$ cat src/rtl/fetch_pkg.sv
// -----------------------------------------------------------------------------
// fetch_pkg
// Shared types and constants for the instruction fetch unit.
//   fetch_state_t : fetch/label-pass FSM states
//   OP_STL/OP_BLT/OP_HLT : opcodes (instruction[7:4]) the decoder reacts to
// -----------------------------------------------------------------------------
package fetch_pkg;

  typedef enum logic [2:0] {
    IDLE      = 3'd0,
    LBL_ISSUE = 3'd1,
    LBL_WAIT  = 3'd2,
    EXE_ISSUE = 3'd3,
    EXE_WAIT  = 3'd4,
    HALTED    = 3'd5
  } fetch_state_t;

  localparam logic [3:0] OP_STL = 4'b0111;
  localparam logic [3:0] OP_BLT = 4'b1001;
  localparam logic [3:0] OP_HLT = 4'b1110;

endpackage

$ cat src/rtl/instruction_fetch_if.sv
// -----------------------------------------------------------------------------
// instruction_fetch_if
// Bundles the instruction ROM port and the fetch <-> decoder signals.
//   master (fetch unit) drives : imem_addr, program_counter, instruction,
//                                label_pass
//   master receives            : imem_data, label_flag, label_value, label_idx,
//                                branch_flag, branch_taken, pc_reset_flag,
//                                halt_flag
//   slave is the mirror view (ROM + decoder side).
// -----------------------------------------------------------------------------
interface instruction_fetch_if #(
  parameter int PC_W    = 8,
  parameter int INSTR_W = 8
);
  logic [PC_W-1:0]    imem_addr;
  logic [INSTR_W-1:0] imem_data;
  logic [PC_W-1:0]    program_counter;
  logic [INSTR_W-1:0] instruction;
  logic               label_pass;
  logic               label_flag;
  logic [PC_W-1:0]    label_value;
  logic [3:0]         label_idx;
  logic               branch_flag;
  logic               branch_taken;
  logic               pc_reset_flag;
  logic               halt_flag;

  modport master (
    output imem_addr, program_counter, instruction, label_pass,
    input  imem_data, label_flag, label_value, label_idx,
           branch_flag, branch_taken, pc_reset_flag, halt_flag
  );

  modport slave (
    input  imem_addr, program_counter, instruction, label_pass,
    output imem_data, label_flag, label_value, label_idx,
           branch_flag, branch_taken, pc_reset_flag, halt_flag
  );
endinterface

$ cat src/rtl/instruction_fetch_label_table.sv
// -----------------------------------------------------------------------------
// label_table
// NUM_LABELS x PC_W label address register file, one write port and one
// combinational read port, asynchronously cleared by reset.
// Optional macro LABEL_CHECK_EN adds a valid bit per entry (set on write,
// cleared by reset or clear_valid); without it rd_valid is always 1.
//   clk, reset            : clock, async active-high reset
//   clear_valid           : drop all valid bits (new label pass)
//   wr_en/wr_idx/wr_data  : write port
//   rd_idx/rd_data        : combinational read port
//   rd_valid              : entry at rd_idx has been written
// -----------------------------------------------------------------------------
module label_table #(
  parameter int PC_W       = 8,
  parameter int NUM_LABELS = 16
) (
  input  logic            clk,
  input  logic            reset,
  input  logic            clear_valid,
  input  logic            wr_en,
  input  logic [3:0]      wr_idx,
  input  logic [PC_W-1:0] wr_data,
  input  logic [3:0]      rd_idx,
  output logic [PC_W-1:0] rd_data,
  output logic            rd_valid
);

  logic [PC_W-1:0] entries [NUM_LABELS];

  always_ff @(posedge clk or posedge reset) begin
    if (reset) begin
      for (int i = 0; i < NUM_LABELS; i++) entries[i] <= '0;
    end else if (wr_en) begin
      entries[wr_idx] <= wr_data;
    end
  end

  assign rd_data = entries[rd_idx];

`ifdef LABEL_CHECK_EN
  logic [NUM_LABELS-1:0] valid;

  always_ff @(posedge clk or posedge reset) begin
    if (reset) begin
      valid <= '0;
    end else if (clear_valid) begin
      valid <= '0;
    end else if (wr_en) begin
      valid[wr_idx] <= 1'b1;
    end
  end

  assign rd_valid = valid[rd_idx];
`else
  logic unused_clear;
  assign unused_clear = clear_valid;
  assign rd_valid     = 1'b1;
`endif

endmodule

$ cat src/rtl/instruction_fetch.sv
// -----------------------------------------------------------------------------
// instruction_fetch
// Program counter and fetch unit for the decoder. A start pulse runs a label
// pass (scan program, record stl addresses in the label table) followed by an
// execute pass (run program, blt targets resolved through the label table).
// Each instruction takes two clocks: ISSUE registers PC/instruction, WAIT
// samples the decoder flags produced from them.
// Optional macro LABEL_CHECK_EN: label valid bits; a taken branch to an
// unwritten label or a duplicate label write raises sticky label_err.
//   clk, reset : clock, async active-high reset
//   start      : one-cycle pulse, accepted in IDLE/HALTED only
//   bus        : ROM address/data and decoder signals (master modport)
//   busy       : label or execute pass in progress
//   done       : program halted
//   label_err  : label table misuse (0 unless LABEL_CHECK_EN)
// -----------------------------------------------------------------------------
module instruction_fetch
  import fetch_pkg::*;
#(
  parameter int PC_W       = 8,
  parameter int INSTR_W    = 8,
  parameter int NUM_LABELS = 16,
  parameter int LAST_PC    = 255
) (
  input  logic                clk,
  input  logic                reset,
  input  logic                start,
  instruction_fetch_if.master bus,
  output logic                busy,
  output logic                done,
  output logic                label_err
);

  localparam logic [PC_W-1:0] LAST_ADDR = PC_W'(LAST_PC);

  fetch_state_t    state_q, state_d;
  logic [PC_W-1:0] pc_q, pc_d;
  logic            issue;
  logic            start_go;
  logic            tbl_we;
  logic            err_set;
  logic [PC_W-1:0] tgt_pc;
  logic            tgt_valid;
  logic            take_branch;

  assign take_branch   = bus.branch_flag && bus.branch_taken;
  assign bus.imem_addr = pc_q;

  label_table #(
    .PC_W       (PC_W),
    .NUM_LABELS (NUM_LABELS)
  ) u_label_table (
    .clk         (clk),
    .reset       (reset),
    .clear_valid (start_go),
    .wr_en       (tbl_we),
    .wr_idx      (bus.label_idx),
    .wr_data     (bus.label_value),
    .rd_idx      (bus.label_idx),
    .rd_data     (tgt_pc),
    .rd_valid    (tgt_valid)
  );

  // State register
  always_ff @(posedge clk or posedge reset) begin
    if (reset) state_q <= IDLE;
    else       state_q <= state_d;
  end

  // Next-state logic
  always_comb begin
    state_d = state_q;
    case (state_q)
      IDLE, HALTED: if (start) state_d = LBL_ISSUE;
      LBL_ISSUE:    state_d = LBL_WAIT;
      LBL_WAIT: begin
        // A label-pass hlt or running off the end of ROM both end the scan
        if (bus.pc_reset_flag || (pc_q == LAST_ADDR)) state_d = EXE_ISSUE;
        else                                          state_d = LBL_ISSUE;
      end
      EXE_ISSUE:    state_d = EXE_WAIT;
      EXE_WAIT: begin
        if (bus.halt_flag)                  state_d = HALTED;
        else if (take_branch && !tgt_valid) state_d = HALTED;
        else                                state_d = EXE_ISSUE;
      end
      default:      state_d = IDLE;
    endcase
  end

  // Output / datapath-control logic
  always_comb begin
    busy           = 1'b0;
    done           = 1'b0;
    bus.label_pass = 1'b0;
    issue          = 1'b0;
    start_go       = 1'b0;
    tbl_we         = 1'b0;
    err_set        = 1'b0;
    pc_d           = pc_q;
    case (state_q)
      IDLE, HALTED: begin
        done = (state_q == HALTED);
        if (start) begin
          start_go = 1'b1;
          pc_d     = '0;
        end
      end
      LBL_ISSUE: begin
        busy           = 1'b1;
        bus.label_pass = 1'b1;
        issue          = 1'b1;
      end
      LBL_WAIT: begin
        busy           = 1'b1;
        bus.label_pass = 1'b1;
        tbl_we         = bus.label_flag;
        // tgt_valid looks at the same slot being written: already valid = duplicate
        err_set        = bus.label_flag && tgt_valid;
        if (bus.pc_reset_flag || (pc_q == LAST_ADDR)) pc_d = '0;
        else                                          pc_d = pc_q + 1'b1;
      end
      EXE_ISSUE: begin
        busy  = 1'b1;
        issue = 1'b1;
      end
      EXE_WAIT: begin
        busy = 1'b1;
        if (bus.halt_flag) begin
          pc_d = pc_q;
        end else if (take_branch) begin
          if (tgt_valid) pc_d = tgt_pc;
          else           err_set = 1'b1;
        end else begin
          pc_d = pc_q + 1'b1;
        end
      end
      default: ;
    endcase
  end

  // Issue stage: PC and issued instruction held stable through WAIT
  always_ff @(posedge clk or posedge reset) begin
    if (reset) begin
      pc_q                <= '0;
      bus.program_counter <= '0;
      bus.instruction     <= '0;
    end else begin
      pc_q <= pc_d;
      if (issue) begin
        bus.program_counter <= pc_q;
        bus.instruction     <= bus.imem_data;
      end
    end
  end

`ifdef LABEL_CHECK_EN
  always_ff @(posedge clk or posedge reset) begin
    if (reset)         label_err <= 1'b0;
    else if (start_go) label_err <= 1'b0;
    else if (err_set)  label_err <= 1'b1;
  end
`else
  logic unused_err;
  assign unused_err = err_set;
  assign label_err  = 1'b0;
`endif

endmodule

$ cat src/flat_wrapper.sv
// flat-port wrapper written by rule: the top's interface ports become plain ports
module instruction_fetch_flat import fetch_pkg::*;
#(
  parameter int PC_W       = 8,
  parameter int INSTR_W    = 8,
  parameter int NUM_LABELS = 16,
  parameter int LAST_PC    = 255
)
  (clk, reset, start, busy, done, label_err, bus_imem_addr, bus_program_counter, bus_instruction, bus_label_pass, bus_imem_data, bus_label_flag, bus_label_value, bus_label_idx, bus_branch_flag, bus_branch_taken, bus_pc_reset_flag, bus_halt_flag);
  instruction_fetch_if #(.PC_W(PC_W), .INSTR_W(INSTR_W)) bus_i ();
  input  logic clk;
  input  logic reset;
  input  logic start;
  output logic busy;
  output logic done;
  output logic label_err;
  output wire logic [$bits(bus_i.imem_addr)-1:0] bus_imem_addr;
  output wire logic [$bits(bus_i.program_counter)-1:0] bus_program_counter;
  output wire logic [$bits(bus_i.instruction)-1:0] bus_instruction;
  output wire logic [$bits(bus_i.label_pass)-1:0] bus_label_pass;
  input wire logic [$bits(bus_i.imem_data)-1:0] bus_imem_data;
  input wire logic [$bits(bus_i.label_flag)-1:0] bus_label_flag;
  input wire logic [$bits(bus_i.label_value)-1:0] bus_label_value;
  input wire logic [$bits(bus_i.label_idx)-1:0] bus_label_idx;
  input wire logic [$bits(bus_i.branch_flag)-1:0] bus_branch_flag;
  input wire logic [$bits(bus_i.branch_taken)-1:0] bus_branch_taken;
  input wire logic [$bits(bus_i.pc_reset_flag)-1:0] bus_pc_reset_flag;
  input wire logic [$bits(bus_i.halt_flag)-1:0] bus_halt_flag;
  assign bus_imem_addr = bus_i.imem_addr;
  assign bus_program_counter = bus_i.program_counter;
  assign bus_instruction = bus_i.instruction;
  assign bus_label_pass = bus_i.label_pass;
  assign bus_i.imem_data = bus_imem_data;
  assign bus_i.label_flag = bus_label_flag;
  assign bus_i.label_value = bus_label_value;
  assign bus_i.label_idx = bus_label_idx;
  assign bus_i.branch_flag = bus_branch_flag;
  assign bus_i.branch_taken = bus_branch_taken;
  assign bus_i.pc_reset_flag = bus_pc_reset_flag;
  assign bus_i.halt_flag = bus_halt_flag;
  instruction_fetch #(.PC_W(PC_W), .INSTR_W(INSTR_W), .NUM_LABELS(NUM_LABELS), .LAST_PC(LAST_PC)) u_core (.clk(clk), .reset(reset), .start(start), .bus(bus_i), .busy(busy), .done(done), .label_err(label_err));
endmodule
$ cat config.mk
export PLATFORM = sky130hd
export DESIGN_NAME = instruction_fetch_flat
export DESIGN_NICKNAME = d
export VERILOG_FILES = /design/src/rtl/fetch_pkg.sv /design/src/rtl/instruction_fetch_if.sv /design/src/rtl/instruction_fetch_label_table.sv /design/src/rtl/instruction_fetch.sv /design/src/flat_wrapper.sv
export SDC_FILE = /design/constraint.sdc
export NUM_CORES = 1
export LEC_CHECK = 0
export CAP_MARGIN = 15
export CORE_ASPECT_RATIO = 0.7
export CORE_UTILIZATION = 51
export DETAILED_ROUTE_END_ITERATION = 16
export PLACE_DENSITY = 0.7
export REMOVE_ABC_BUFFERS = 1
export SLEW_MARGIN = 20
export SYNTH_ARGS = -nofsm -noshare
export SYNTH_HDL_FRONTEND = slang
export SYNTH_SLANG_ARGS = --single-unit
$ cat constraint.sdc
create_clock -name clk -period 6.45 [get_ports clk]
set_input_delay 1.935 -clock clk [delete_from_list [all_inputs] [get_ports clk]]
set_output_delay 1.935 -clock clk [all_outputs]
set_load 0.005 [all_outputs]
-- After elaboration in Yosys (flattened, before gate mapping)
Cells that the tools add are included.
- $add $sub $neg: 1
- $lt $le $gt $ge: 2
- eq/ne operators: 8
- multiplexer cells: 20
- bitwise gates (word level): 1
- reductions and logical operators: 10
- operator list (cell ; number):
    $bwmux 128 ; 1
    $mux 8 ; 7
    $bmux 8 s4 ; 1
    $demux 8 s4 ; 1
    $pmux 8 s3 ; 1
    $pmux 3 s5 ; 1
    $add 8x1->8 const B ; 1
    $eq 8x8->1 const B ; 1
    $eq 3x2->1 const B ; 2
    $eq 3x3->1 const B ; 2
    $mux 3 ; 2
    $reduce_or 2->1 ; 3
    $ge 5x5->1 const B ; 1
    $lt 5x1->1 const B ; 1
    $mux 1 ; 5
    $not 4->5 ; 1
    $ne 2x2->1 const B ; 2
    $reduce_or 4->1 ; 1
    $eq 3x1->1 const B ; 1
    $logic_not 3->1 ; 1
    $reduce_and 3->1 ; 1
    $reduce_bool 3->1 ; 1
    $logic_and 1x1->1 ; 2
    $mux 2 ; 1
    $logic_or 1x1->1 ; 1
- register bits after elaboration: 155
- output and inout port bits: 28

-- Depth between registers and ports, before layout
Gate-level depths: netlist (run 1).
- depth in word-level cells: 7
- mapped depth: 9
- depth with buffers taken out: 6

-- By module
Synthesis (run 1) repeated with hierarchy kept, for this count alone.
- cells, all modules: 507
- area total of the unflattened synthesis: 7399.6 µm²
- by module, submodules not included (module ; instances ; cells each ; area an instance (µm²) ; sequential area each (µm²)):
    label_table ; 1 ; 368 ; 5905.7 ; 3203.1
    instruction_fetch ; 1 ; 139 ; 1493.9 ; 675.6

-- Least setup slack after synthesis (run 1)
OpenSTA, ideal clock, no wires.
- path type: input port to flip-flop
- start: in bus_label_idx[0]
- end: reg u_core.pc_q[4], in the netlist u_core.bus.imem_addr[4]
- setup time: 0.147 ns
- data arrival time: 3.424 ns
- path slack: 2.879 ns
- stages on the path: 6
- buffers on the path: 2
- cells stage by stage: buf_4 > buf_2 > mux4_2 > mux2_2 > o211ai_1 > o311ai_0
- word-level cells in the longest chain between the ends: 7
- RTL lines (item ; RTL line ; text):
    start, declared ; flat_wrapper.sv:24 ; input wire logic [$bits(bus_i.label_idx)-1:0] bus_label_idx;
    $not 4->5 (not written as such) ; instruction_fetch_label_table.sv:38 ; assign rd_data = entries[rd_idx];
    $bmux 8 s4 ; instruction_fetch_label_table.sv:38 ;
    $mux 8 (not written as such) (2 in series) ; instruction_fetch_label_table.sv:38 ;
    $mux 8 ; instruction_fetch.sv:131 ; end else if (take_branch) begin
    $mux 8 ; instruction_fetch.sv:129 ; if (bus.halt_flag) begin
    $pmux 8 s3 ; instruction_fetch.sv:101 ; case (state_q)
    end signal, assigned ; instruction_fetch.sv:149 ; pc_q <= pc_d;
    end, declared ; instruction_fetch.sv:37 ; logic [PC_W-1:0] pc_q, pc_d;
Every way passes these cells. The select of a mux whose other input is x is not followed.
A chain may end at the register's enable or synchronous reset.

-- Worst setup path in the final report (run 1)
- start: in bus_label_idx[2]
- end: reg u_core.u_label_table.entries[115] (netlist bit)
- word-level cells in the longest chain between the ends: 6
- elaborated cells between the ends (all ways): 7
- classes of those cells: order compare: 2; mux: 3; bitwise: 1; reduce/logical: 1
- RTL lines (item ; RTL line ; text):
    $not 4->5 (not written as such) (*) ; instruction_fetch_label_table.sv:34 ; entries[wr_idx] <= wr_data;
    $ge 5x5->1 (not written as such) / $lt 5x1->1 (equally long branches) ; instruction_fetch_label_table.sv:34 ;
    $logic_and 1x1->1 (not written as such) ; instruction_fetch_label_table.sv:34 ;
    $mux 8 (not written as such) ; instruction_fetch_label_table.sv:34 ;
    $demux 8 s4 (*) ; instruction_fetch_label_table.sv:34 ;
    $bwmux 128 (*) ; instruction_fetch_label_table.sv:34 ;
    end signal, assigned by index ; instruction_fetch_label_table.sv:34 ;
    end, declared ; instruction_fetch_label_table.sv:28 ; logic [PC_W-1:0] entries [NUM_LABELS];
Mark *: on every way between the ends. The rest lies on a longest branch, timed or not.

==> results.yml, run 1 <==
status:
  status: "complete, no violations"
yosys:
  synthMuxAreaShare_pct: 33.7
  synth-compound-area-share_pct: 3.95
  synth_edf_count: 0
  synthArstFlopShare_pct: 100
  yosys.area_share.simple_pct: 6.16
  synthesis.area_um2: 7310
  dominantRegCellSynth: "dfrtp_1"
  synthAdderAreaFrac_pct: 0.171
  synth_top_family_by_area: "multiplexers"
  synth-seq-cells: 155
  yosysSeqAreaShare_pct: 53.0
  synth_xor_area_share_pct: 0.479
  synth_cell_types: 53
  netlist_instances: 511
  yosys_warnings: 0
  syn_avg_cell_area_um2: 14.3
routing:
  drt-initial-drc-count: 503
  wl_per_cell_um: 22.2
  postRouteAntennaNets: 0
  vias: 4555
  dr.pass1.iters: 5
  routed_wl_um: 16800
  drc: 0
  viasPerCell: 6.01
  wl_met1_um: 8290
  maxUsedRoutingLayer: "met4"
  wl_met2_um: 7310
  routed-wl-met3_um: 938
power_and_ir_drop:
  p_per_area_nw_per_um2: 392
  leakage_uw: 0.00390
  power_uw: 3360
  ir_worst_vdd_mv: 0.211
critical_path:
  cp_max_fo: 19
  worst-setup-path-type: "primary input to register"
  startpoint: "bus_label_idx[2]"
  r2r_start: "u_core.state_q[1]"
  arrival_ps: 4650
  cp_data_required_time_ps: 6750
  worstRegToRegCells: 5
  critPathLaunchType: "primary input"
  end_kind: "register"
final_layout:
  layout_commonest_cell: "dfrtp_1"
  mostFrequentLayoutCells: "155 x dfrtp_1, 151 x mux2_2, 52 x clkdlybuf4s50_1, 30 x mux4_2, 25 x nand2_1"
  final_nets: 585
  diodes: 0
  layout-drive-gt1-share_pct: 40.0
  areaGrowthSynthToFinish_pct: 17.0
die:
  rows: 36
  ios: 56
  core-area_um2: 14000
  die_area_um2: 14800
  die_y_um: 102
  start_util_pct: 52.4
  die_x_um: 145
clock_tree:
  hold_buffers: 0
  htreeDepth: 4
  cts.sinks: 155
  cts.clk_slew.worst_paths_ps: 60
  postCtsSetupBuffers: 0
  root_buffer: "clkbuf_16"
  cts_buffers: 17
  cts.path.max_buffers: 2
  clk_latency_ps: 420
  cts-resized-gates: 0
  cts_tree: "done"
global_route:
  antenna_found_initial: 0
  grt_pass1_vias: 4534
  grt_pass1_wl_um: 26700
  grt_usage_pct: 24.4
  gr-total-overflow: 0
  grt_max_degree: 78
timing:
  fin_crit_sh_pct: 67.4
  finalSetupViolCount: 0
  final_hold_viol_count: 0
  rsz0062_at_grt: "no"
  setup_tns_ps: 0
  whs_ps: 501
  finClkSkew_ps: 7.40
  fmax_mhz: 230
  max_slew_margin_pct: 30.0
  layout_min_cycle_time_ps: 4350
  worstMarginPinSlew_ps: 1050
  maxSlewViolCount: 0
min_path:
  min_from: "u_core.u_label_table.entries[90]"
  min_path_type: "register to register"
  hold_depth: 1
job:
  cap_violations: 0
placement:
  gp_congestion: 0.821
  port_buffers: 54
  hpwl_um: 11100
==> metal layers <==
layer,global-route usage (%),vias up
met5,0,-
met1,37.7,2400
met4,8.10,0
met2,34.2,130
li1,-,2000
met3,5.45,25
==> cell usage after synthesis (all sizes together), types with 2 or more instances <==
cell type / number / area [um^2]
o22ai: 2 / 12.5
a21boi: 2 / 15.0
o311ai: 2 / 17.5
mux2: 151 / 1700
nor3b: 4 / 45.1
or3: 2 / 17.5
nand3b: 2 / 15.0
nand2: 25 / 93.8
nor2: 14 / 60.1
a31oi: 2 / 12.5
inv: 2 / 7.51
nor3: 6 / 41.3
nor2b: 6 / 37.5
nand2b: 3 / 18.8
buf: 18 / 115
dfrtp: 155 / 3880
mux4: 30 / 676
a21oi: 10 / 50.1
o211ai: 5 / 37.5
xnor2: 3 / 26.3
clkbuf: 15 / 56.3
nor4b: 2 / 17.5
nand3: 10 / 50.1
and2: 2 / 12.5
o21a: 2 / 15.0
mux2i: 9 / 90.1
o21ai: 8 / 40.0
nand4: 3 / 18.8
==> path summary, 6_finish.rpt <==
kind / to / slack (ps)
worst max-delay path: u_core.u_label_table.entries[115] / 2100
worst min-delay path: u_core.u_label_table.entries[90] / 500
worst max register to register: u_core.u_label_table.entries[115] / 3700
worst min register to register: u_core.u_label_table.entries[90] / 500
max in group asynchronous: u_core.u_label_table.entries[114] / 3390
min in group asynchronous: u_core.u_label_table.entries[61] / 2010
==> stage by stage <==
step | instances | setup slack (ps) | utilization [%] | area (um^2)
3_3_place_gp | 727 | 1780 | 57.0 | 7950
3_5_place_dp | 727 | 1730 | 57.0 | 7950
5_1_grt | 758 | 1990 | 61.3 | 8560
2_1_floorplan | 478 | 337 | - | 7140
4_1_cts | 758 | 2130 | 61.3 | 8560
6_report | 758 | 2100 | 61.3 | 8560
==> critical path, cell delays in order <==
cell and delay, ps:
clkdlybuf4s50_1 930, or3_4 670, nor2b_1 680, mux2_2 420
==> power by group <==
part | internal (uW) | total, uW | switching, uW
Combinational | 527 | 849 | 322
Sequential | 1290 | 1480 | 194
Clock | 620 | 1030 | 407
Total | 2430 | 3360 | 923
==> kinds of logic after synthesis <==
kind of cell    Yosys count
flops                   155
compound gates           43
xor+xnor                  4
simple gates             82
fa+ha+maj                 1
other cells               1
buf+inv                  35
mux                     190
==> area by class of cell <==
cell class,count,area (um^2)
clock buffer,18,439
multi-input combinational,321,3260
inverter,2,12.5
timing repair buffer,59,568
tap,190,238
sequential,155,3880
clock inverter,13,166
fill,1050,5400
==> state kept, by name, summed over array words and instances (netlist names) <==
register and count:
u_core.u_label_table.entries 128, u_core.bus.imem_addr 8, u_core.bus.instruction 8, u_core.bus.program_counter 8, u_core.state_q 3
(Power assumes the default switching activity.)
==> run 2, diff against run 1 <==
==> constraint.sdc (replaced) <==
create_clock -name clk -period 4.05 [get_ports clk]
set_input_delay 1.215 -clock clk [delete_from_list [all_inputs] [get_ports clk]]
set_output_delay 1.215 -clock clk [all_outputs]
set_load 0.005 [all_outputs]
==> run 2 against run 1 <==
Count of clock-buffer cells in the layout up 1. Die area unchanged. Critical endpoint is now done. Highest routed layer unchanged. Combinational power up 60%. Sequential power up 59%. Global-route usage up 0.23 points. Wire length up 1.5%. Clock power up 59%.
==> results.yml, run 2 (synthesis results as in run 1) <==
status:
  status: "complete, no violations"
critical_path:
  r2r-end: "u_core.u_label_table.entries[127]"
  arrival_ps: 1860
  startpoint: "u_core.state_q[2]"
  reg2reg_slack_ps: 1500
  slowest_stage: "dfrtp_1"
  cpPeakStageDelay_ps: 540
  worstRegToRegCells: 5
  cp_data_required_time_ps: 2830
  end_kind: "primary output"
  worst-setup-path-type: "register to primary output"
  cp_max_fo: 11
  critPathLaunchType: "register"
  crit_path_end: "done"
  r2r_start: "u_core.state_q[1]"
  path_cells: "nor2b_1 -> and2_1 -> clkdlybuf4s50_1"
global_route:
  grt_pass1_vias: 4531
  antenna_found_initial: 0
  gr-total-overflow: 0
  grt_usage_pct: 24.7
  grt_max_degree: 59
  grt_pass1_wl_um: 26700
timing:
  max_slew_margin_pct: 47.8
  final_hold_viol_count: 0
  rsz0062_at_grt: "no"
  fin_crit_sh_pct: 76.0
  finClkSkew_ps: 6.71
  fmax_mhz: 325
  maxSlewViolCount: 0
  finalSetupViolCount: 0
  layout_min_cycle_time_ps: 3080
  worstMarginPinSlew_ps: 782
clock_tree:
  cts.sinks: 155
  hold_buffers: 0
  postCtsSetupBuffers: 0
  root_buffer: "clkbuf_16"
  cts-resized-gates: 0
  cts.path.max_buffers: 2
  cts.clk_slew.worst_paths_ps: 60
  htreeDepth: 4
  clk_latency_ps: 420
  cts_tree: "done"
  cts_buffers: 17
routing:
  vias: 4667
  drt-initial-drc-count: 312
  postRouteAntennaNets: 0
  wl_per_cell_um: 22.2
  routed_wl_um: 17100
  viasPerCell: 6.07
  drc: 0
  dr.pass1.iters: 4
job:
  cap_violations: 0
die:
  ios: 56
  die_x_um: 145
  core-area_um2: 14000
  die_y_um: 102
  rows: 36
  start_util_pct: 52.4
  die_area_um2: 14800
power_and_ir_drop:
  power_uw: 5360
  p_per_area_nw_per_um2: 619
  leakage_uw: 0.00396
  ir_worst_vdd_mv: 0.353
placement:
  port_buffers: 54
  dp.cells: 737
  hpwl_um: 11500
  gp_congestion: 0.845
final_layout:
  layout-drive-gt1-share_pct: 40.9
  final_nets: 595
  top_register: "u_core.u_label_table.entries"
  layout.cells.non_filler: 769
  largest_reg_flops: 128
  areaGrowthSynthToFinish_pct: 18.4
  mostFrequentLayoutCells: "155 x dfrtp_1, 151 x mux2_2, 52 x clkdlybuf4s50_1, 30 x mux4_2, 25 x nand2_1"
  diodes: 0
  seqCellArea_um2: 3880
  fillCellCount: 1059
  layout_commonest_cell: "dfrtp_1"
  multi_input_area_um2: 3260
min_path:
  min_path_type: "register to register"
==> run 2: cell count changes in the layout (fill, tap and decap cells not counted) <==
cell        delta
clkbuf_1       +1
clkinvlp_4     +1
buf_4          +8
clkinv_4       -1
buf_12         +2
==> run 2: metal layers <==
layer,vias to the layer above,wire (um),global-route usage [%]
li1,2023,-,-
met1,2475,8120,37.1
met2,141,7740,36.2
met3,28,957,4.33
met4,0,279,9.07
met5,-,0,0
==> run 2: worst min path at each step <==
| stage | startpoint | end | slack, ps | cells after the start |
|---|---|---|---|---|
| finish | u_core.u_label_table.entries[23] | u_core.u_label_table.entries[23] | 500 | 1 |
| floorplan | u_core.u_label_table.entries[0] | u_core.u_label_table.entries[0] | 470 | 1 |
| detailed placement | u_core.u_label_table.entries[23] | u_core.u_label_table.entries[23] | 490 | 1 |
| global placement | u_core.u_label_table.entries[43] | u_core.u_label_table.entries[43] | 480 | 1 |
| CTS | u_core.u_label_table.entries[23] | u_core.u_label_table.entries[23] | 500 | 1 |
| global route | u_core.u_label_table.entries[46] | u_core.u_label_table.entries[46] | 520 | 1 |
==> run 2: worst max-delay path, delay by kind of cell (launching register included) <==
kind | cells | cell delay (ps)
buffers and inverters | 1 | 490
AND/OR/NAND/NOR | 2 | 410
flip-flops | 1 | 540
==> run 2: power breakdown <==
| group | internal, uW | switching [uW] |
|---|---|---|
| Combinational | 848 | 513 |
| Clock | 990 | 653 |
| Sequential | 2050 | 307 |
| Total | 3890 | 1470 |
==> run 2: final cells by class <==
type	instances	share of cell area (%)
Clock buffer	19	5.11
Tap cell	190	2.74
Sequential cell	155	44.8
Multi-Input combinational cell	321	37.6
Clock inverter	13	1.91
Inverter	2	0.144
Timing Repair Buffer	69	7.71
==> run 2: stage by stage <==
stage | area, um^2 | setup slack (ps) | TNS [ps] | util (%) | hold WS, ps
2_1_floorplan | 7140 | -1340 | -208190 | - | 474
3_3_place_gp | 8050 | 646 | 0 | 57.7 | 482
3_5_place_dp | 8050 | 644 | 0 | 57.7 | 490
4_1_cts | 8660 | 953 | 0 | 62.0 | 505
5_1_grt | 8660 | 831 | 0 | 62.0 | 516
6_report | 8660 | 973 | 0 | 62.0 | 499
==> run 3, diff against run 2 <==
--- a/config.mk
+++ b/config.mk
@@ -9,7 +9,7 @@
 export CORE_ASPECT_RATIO = 0.7
 export CORE_UTILIZATION = 51
 export DETAILED_ROUTE_END_ITERATION = 16
-export PLACE_DENSITY = 0.7
+export PLACE_DENSITY = 0.73
 export REMOVE_ABC_BUFFERS = 1
 export SLEW_MARGIN = 20
 export SYNTH_ARGS = -nofsm -noshare
==> constraint.sdc (replaced) <==
create_clock -name clk -period 2.6 [get_ports clk]
set_input_delay 0.78 -clock clk [delete_from_list [all_inputs] [get_ports clk]]
set_output_delay 0.78 -clock clk [all_outputs]
set_load 0.005 [all_outputs]
==> run 3 against run 2 <==
First-iteration DRC count grew 12%. Sequential power is 57% higher. Die area is the same. Count of clock-buffer cells in the layout fell by 1. Via count up 4.9%. Design area grew 6.3%. Setup slack got worse by 910 ps. Largest power group unchanged.
==> results.yml, run 3 (synthesis results as in run 1) <==
final_layout:
  final_nets: 649
  mostFrequentLayoutCells: "152 x dfrtp_1, 151 x mux2_2, 57 x buf_4, 52 x clkdlybuf4s50_1, 30 x mux4_2"
  top_register: "u_core.u_label_table.entries"
  layout.cells.non_filler: 823
  diodes: 0
  largest_reg_flops: 128
  layout_commonest_cell: "dfrtp_1"
  areaGrowthSynthToFinish_pct: 25.9
  layout-drive-gt1-share_pct: 46.8
  final_design_area_no_fill_um2: 9210
min_path:
  min_path_type: "register to register"
die:
  ios: 56
  die_x_um: 145
  die_area_um2: 14800
  core-area_um2: 14000
  die_y_um: 102
  rows: 36
  start_util_pct: 52.4
timing:
  final_hold_viol_count: 0
  rsz0062_at_grt: "no"
  fin_ws_ps: 59.1
  maxSlewViolCount: 0
  finalSetupViolCount: 0
  layout_min_cycle_time_ps: 2540
  fin_crit_sh_pct: 97.7
  fmax_mhz: 394
  finClkSkew_ps: 13.5
  worstMarginPinSlew_ps: 670
  max_slew_margin_pct: 55.2
global_route:
  grt_usage_pct: 26.8
  grt_pass1_vias: 4931
  grt_max_degree: 44
  antenna_found_initial: 0
  grt_pass1_wl_um: 29100
  gr-total-overflow: 0
clock_tree:
  cts.clk_slew.worst_paths_ps: 70
  htreeDepth: 4
  cts.sinks: 155
  root_buffer: "clkbuf_16"
  cts_tree: "done"
  cts.path.max_buffers: 2
  cts_buffers: 17
  clk_latency_ps: 430
placement:
  gp_congestion: 0.910
  hpwl_um: 13200
  port_buffers: 54
  post_dp_cell_area_um2: 8550
  pre_cts_slack_ps: -287
  dp.cells: 787
job:
  cap_violations: 0
status:
  status: "complete, no violations"
critical_path:
  critPathLaunchType: "register"
  cp_max_fo: 9
  critPathTopFamily: "simple AND/OR/NAND/NOR gates"
  worst-setup-path-type: "register to register"
  slowest_stage: "dfrtp_2"
  end_kind: "register"
  cpPeakStageDelay_ps: 460
  crit_path_frequent_cell: "buf_4"
  cp_data_required_time_ps: 2910
  arrival_ps: 2850
  path_cells: "buf_4 -> nor3b_2 -> nand2_1 -> or3_4 -> nor2b_1 -> buf_4 -> mux2_2"
  cp.buffers_inverters: 2
routing:
  viasPerCell: 5.95
  routed_wl_um: 18700
  dr.pass1.iters: 5
  drt-initial-drc-count: 350
  vias: 4894
  drc: 0
  postRouteAntennaNets: 0
  wl_per_cell_um: 22.7
power_and_ir_drop:
  p_per_area_nw_per_um2: 934
  ir_worst_vdd_mv: 0.460
  leakage_uw: 0.00425
[run 3: worst register-to-register path: cells and delay by family (launching register included)]
kind / cells / cell delay (ps)
buf+inv: 2 / 420
flops: 1 / 460
mux: 1 / 360
simple gates: 4 / 1190
[run 3: final timing paths]
kind,from,end,slack (ps),cells past startpoint
worst max-delay path,u_core.state_q[2],u_core.u_label_table.entries[112],60,7
worst min-delay path,u_core.u_label_table.entries[7],u_core.u_label_table.entries[7],500,1
worst max register to register,u_core.state_q[2],u_core.u_label_table.entries[112],60,7
worst min register to register,u_core.u_label_table.entries[7],u_core.u_label_table.entries[7],500,1
max in group asynchronous,reset,u_core.u_label_table.entries[86],1270,3
min in group asynchronous,reset,u_core.u_label_table.entries[22],770,2
[run 3: layout make-up]
| cell class | instances | area, um^2 |
|---|---|---|
| clock buffer | 18 | 429 |
| clock inverter | 14 | 184 |
| fill | 1011 | 4760 |
| inverter | 2 | 12.5 |
| multi-input combinational | 321 | 3260 |
| sequential | 155 | 3880 |
| tap | 190 | 238 |
| timing repair buffer | 123 | 1200 |
[run 3: where the power goes]
group	switching, uW	total (uW)	internal [uW]
clock	1070	2600	1530
combinational	869	2300	1430
sequential	498	3690	3190
total	2430	8600	6160
[run 3: repair_timing]
item,in CTS,in global routing
endpoints found under the hold margin,0,0
endpoints found under the setup margin,2,2
setup buffers,0,4
resized for setup,3,2
hold buffers,0,0
[run 3: through the flow]
step                      power (uW)  hold slack (ps)  setup TNS [ps]  utilization (%)
after floorplan                 4950              474         -365510                -
after global placement          5810              482           -6430             61.3
after detailed placement        5940              491           -7530             61.3
after CTS                       8570              505               0             65.7
after global routing            9000              519               0             65.9
final                           8600              503               0             65.9
[run 3: routing by layer]
layer  GRT usage (%)  part of all wire [%]  up-vias
met4            10.3                   2.1        0
li1                -                     -     2120
met2            36.9                    44      185
met3            7.90                   7.7       36
met5               0                     0        -
met1            39.8                    47     2553
==> patch (config.mk and constraints of run 1) <==
Add a define of `LABEL_CHECK_EN`.
--- a/src/rtl/instruction_fetch_label_table.sv
+++ b/src/rtl/instruction_fetch_label_table.sv
@@ -10,6 +10,8 @@
 //   rd_idx/rd_data        : combinational read port
 //   rd_valid              : entry at rd_idx has been written
 // -----------------------------------------------------------------------------
+`define LABEL_CHECK_EN
+
 module label_table #(
   parameter int PC_W       = 8,
   parameter int NUM_LABELS = 16
Check against the original RTL: not equivalent (Yosys sat finds a counterexample within 10 cycles, from zero or initial values and one cycle with reset high).
==> patch against run 1 <==
  * Cell area increased by 8.5%
  * Sequential power increased by 5%
  * Power increased by 1.4%
  * Sequential share of layout area increased by 1.0 points
  * Wire length increased by 3.6%
  * Setup slack improved by 0.045 ns
  * Clock skew increased by 0.0011 ns
  * Area after synthesis increased by 9.5%
  * Fmax increased by 1.1%
  * Sequential cell count increased by 17
  * Critical endpoint is now u_core.u_label_table.entries[110]$_DFFE_PP0P_
  * Largest cell class unchanged
  * Largest power group unchanged
  * Highest routed layer unchanged
==> patch: results (changes against run 1) <==
synthFlopType: "dfrtp_1"
netlist_top_cells_area: "dfrtp_1, mux2_2, mux4_2"
endpoint: "u_core.u_label_table.entries[110]$_DFFE_PP0P_"
avgSynthCellArea_um2: 14.5  # +0.98%
vias: 4833  # +6.1%
path_max_fanout: 13  # -6
via_per_inst: 5.97  # -0.71%
gp_routability_congestion: 0.837  # +2.0%
drt_iter0_drc: 296  # -41%
fin_skew_ns: 0.00852  # +0.00112 ns
grt_usage_pct: 23.6  # -0.89 points
dp_hpwl_mm: 11.8  # +6.0%
drive_above_1_share_pct: 37.7  # -2.2 points
synth-compound-area-share_pct: 5.11  # +1.2 points
hold_path_end: "u_core.u_label_table.valid[0]$_DFFE_PP0P_"
ys_top_cells_by_count: "dfrtp_1, mux2_2, mux4_2"
r2r-start: "u_core.state_q[2]$_DFFE_PP0N_"
drt_wl_total_mm: 17.4  # +3.6%
muxShareOfSynthArea_pct: 33.3  # -0.40 points
r2r-end: "u_core.bus.imem_addr[7]$_DFFE_PP0P_"
holdPathStages: 1  # unchanged
grt_pass1_wl_mm: 28.0  # +5.1%
first_pass_iters: 4  # -1
grt_max_degree: 117  # +50%
max_freq_mhz: 232  # +1.1%
grt_pass1_vias: 4925  # +8.6%
ys_types: 49  # -7.5%
tightest_slew_ns: 0.989  # -0.0614 ns
fin_hold_ws_ns: 0.488  # -0.0132 ns
antenna_found_initial: 0  # unchanged
status: "finished, final reports clean"
ys_seq_area_share_pct: 53.8  # +0.72 points
port_buffers: 55  # +1.9%
dp_slack_ns: 1.77  # +0.0433 ns
ir_worst_vdd_mv: 0.184  # -13%
netlist.area_leader.share_pct: 53.8  # +0.72 points
synthAdderAreaFrac_pct: 0.156  # -0.015 points
final_nets: 631  # +7.9%
cts_resized: 0  # unchanged
startpoint: "bus_label_idx[2]"
synthXorXnorAreaFrac_pct: 0.219  # -0.26 points
place_inst: 778  # +7.0%
postPlaceCellArea_um2: 8710  # +9.5%
leakagePower_nw: 4.25  # +8.8%
fill_cells: 1164  # +11%
rrSetupSlack_ns: 3.52  # -0.18 ns
hold_start: "u_core.u_label_table.valid[0]$_DFFE_PP0P_"
## patch: critical path: stages
cell	delay (ns)
clkdlybuf4s50_1	0.77
or3b_2	0.69
nor2b_1	0.79
mux2_2	0.42
## patch: layout make-up
type	count	area (um^2)	area share [%]
flip-flops and latches	172	4300	46.4
multi-input cells	330	3490	37.6
repair buffers	62	598	6.44
clock buffers	18	429	4.62
well taps	195	244	2.63
clock inverters	14	141	1.52
inverters	19	78.8	0.849
## patch: metal layers
metal,track usage (%),vias to the layer above,routed length (um)
li1,-,2148,-
met1,36.3,2595,8710
met2,34.2,79,7950
met3,4.09,11,606
met4,6.72,0,171
met5,0,-,0
## patch: where the power goes
part / internal (mW) / switching (mW)
registers: 1.38 / 0.177
logic: 0.523 / 0.331
clock network: 0.517 / 0.472
total: 2.42 / 0.980
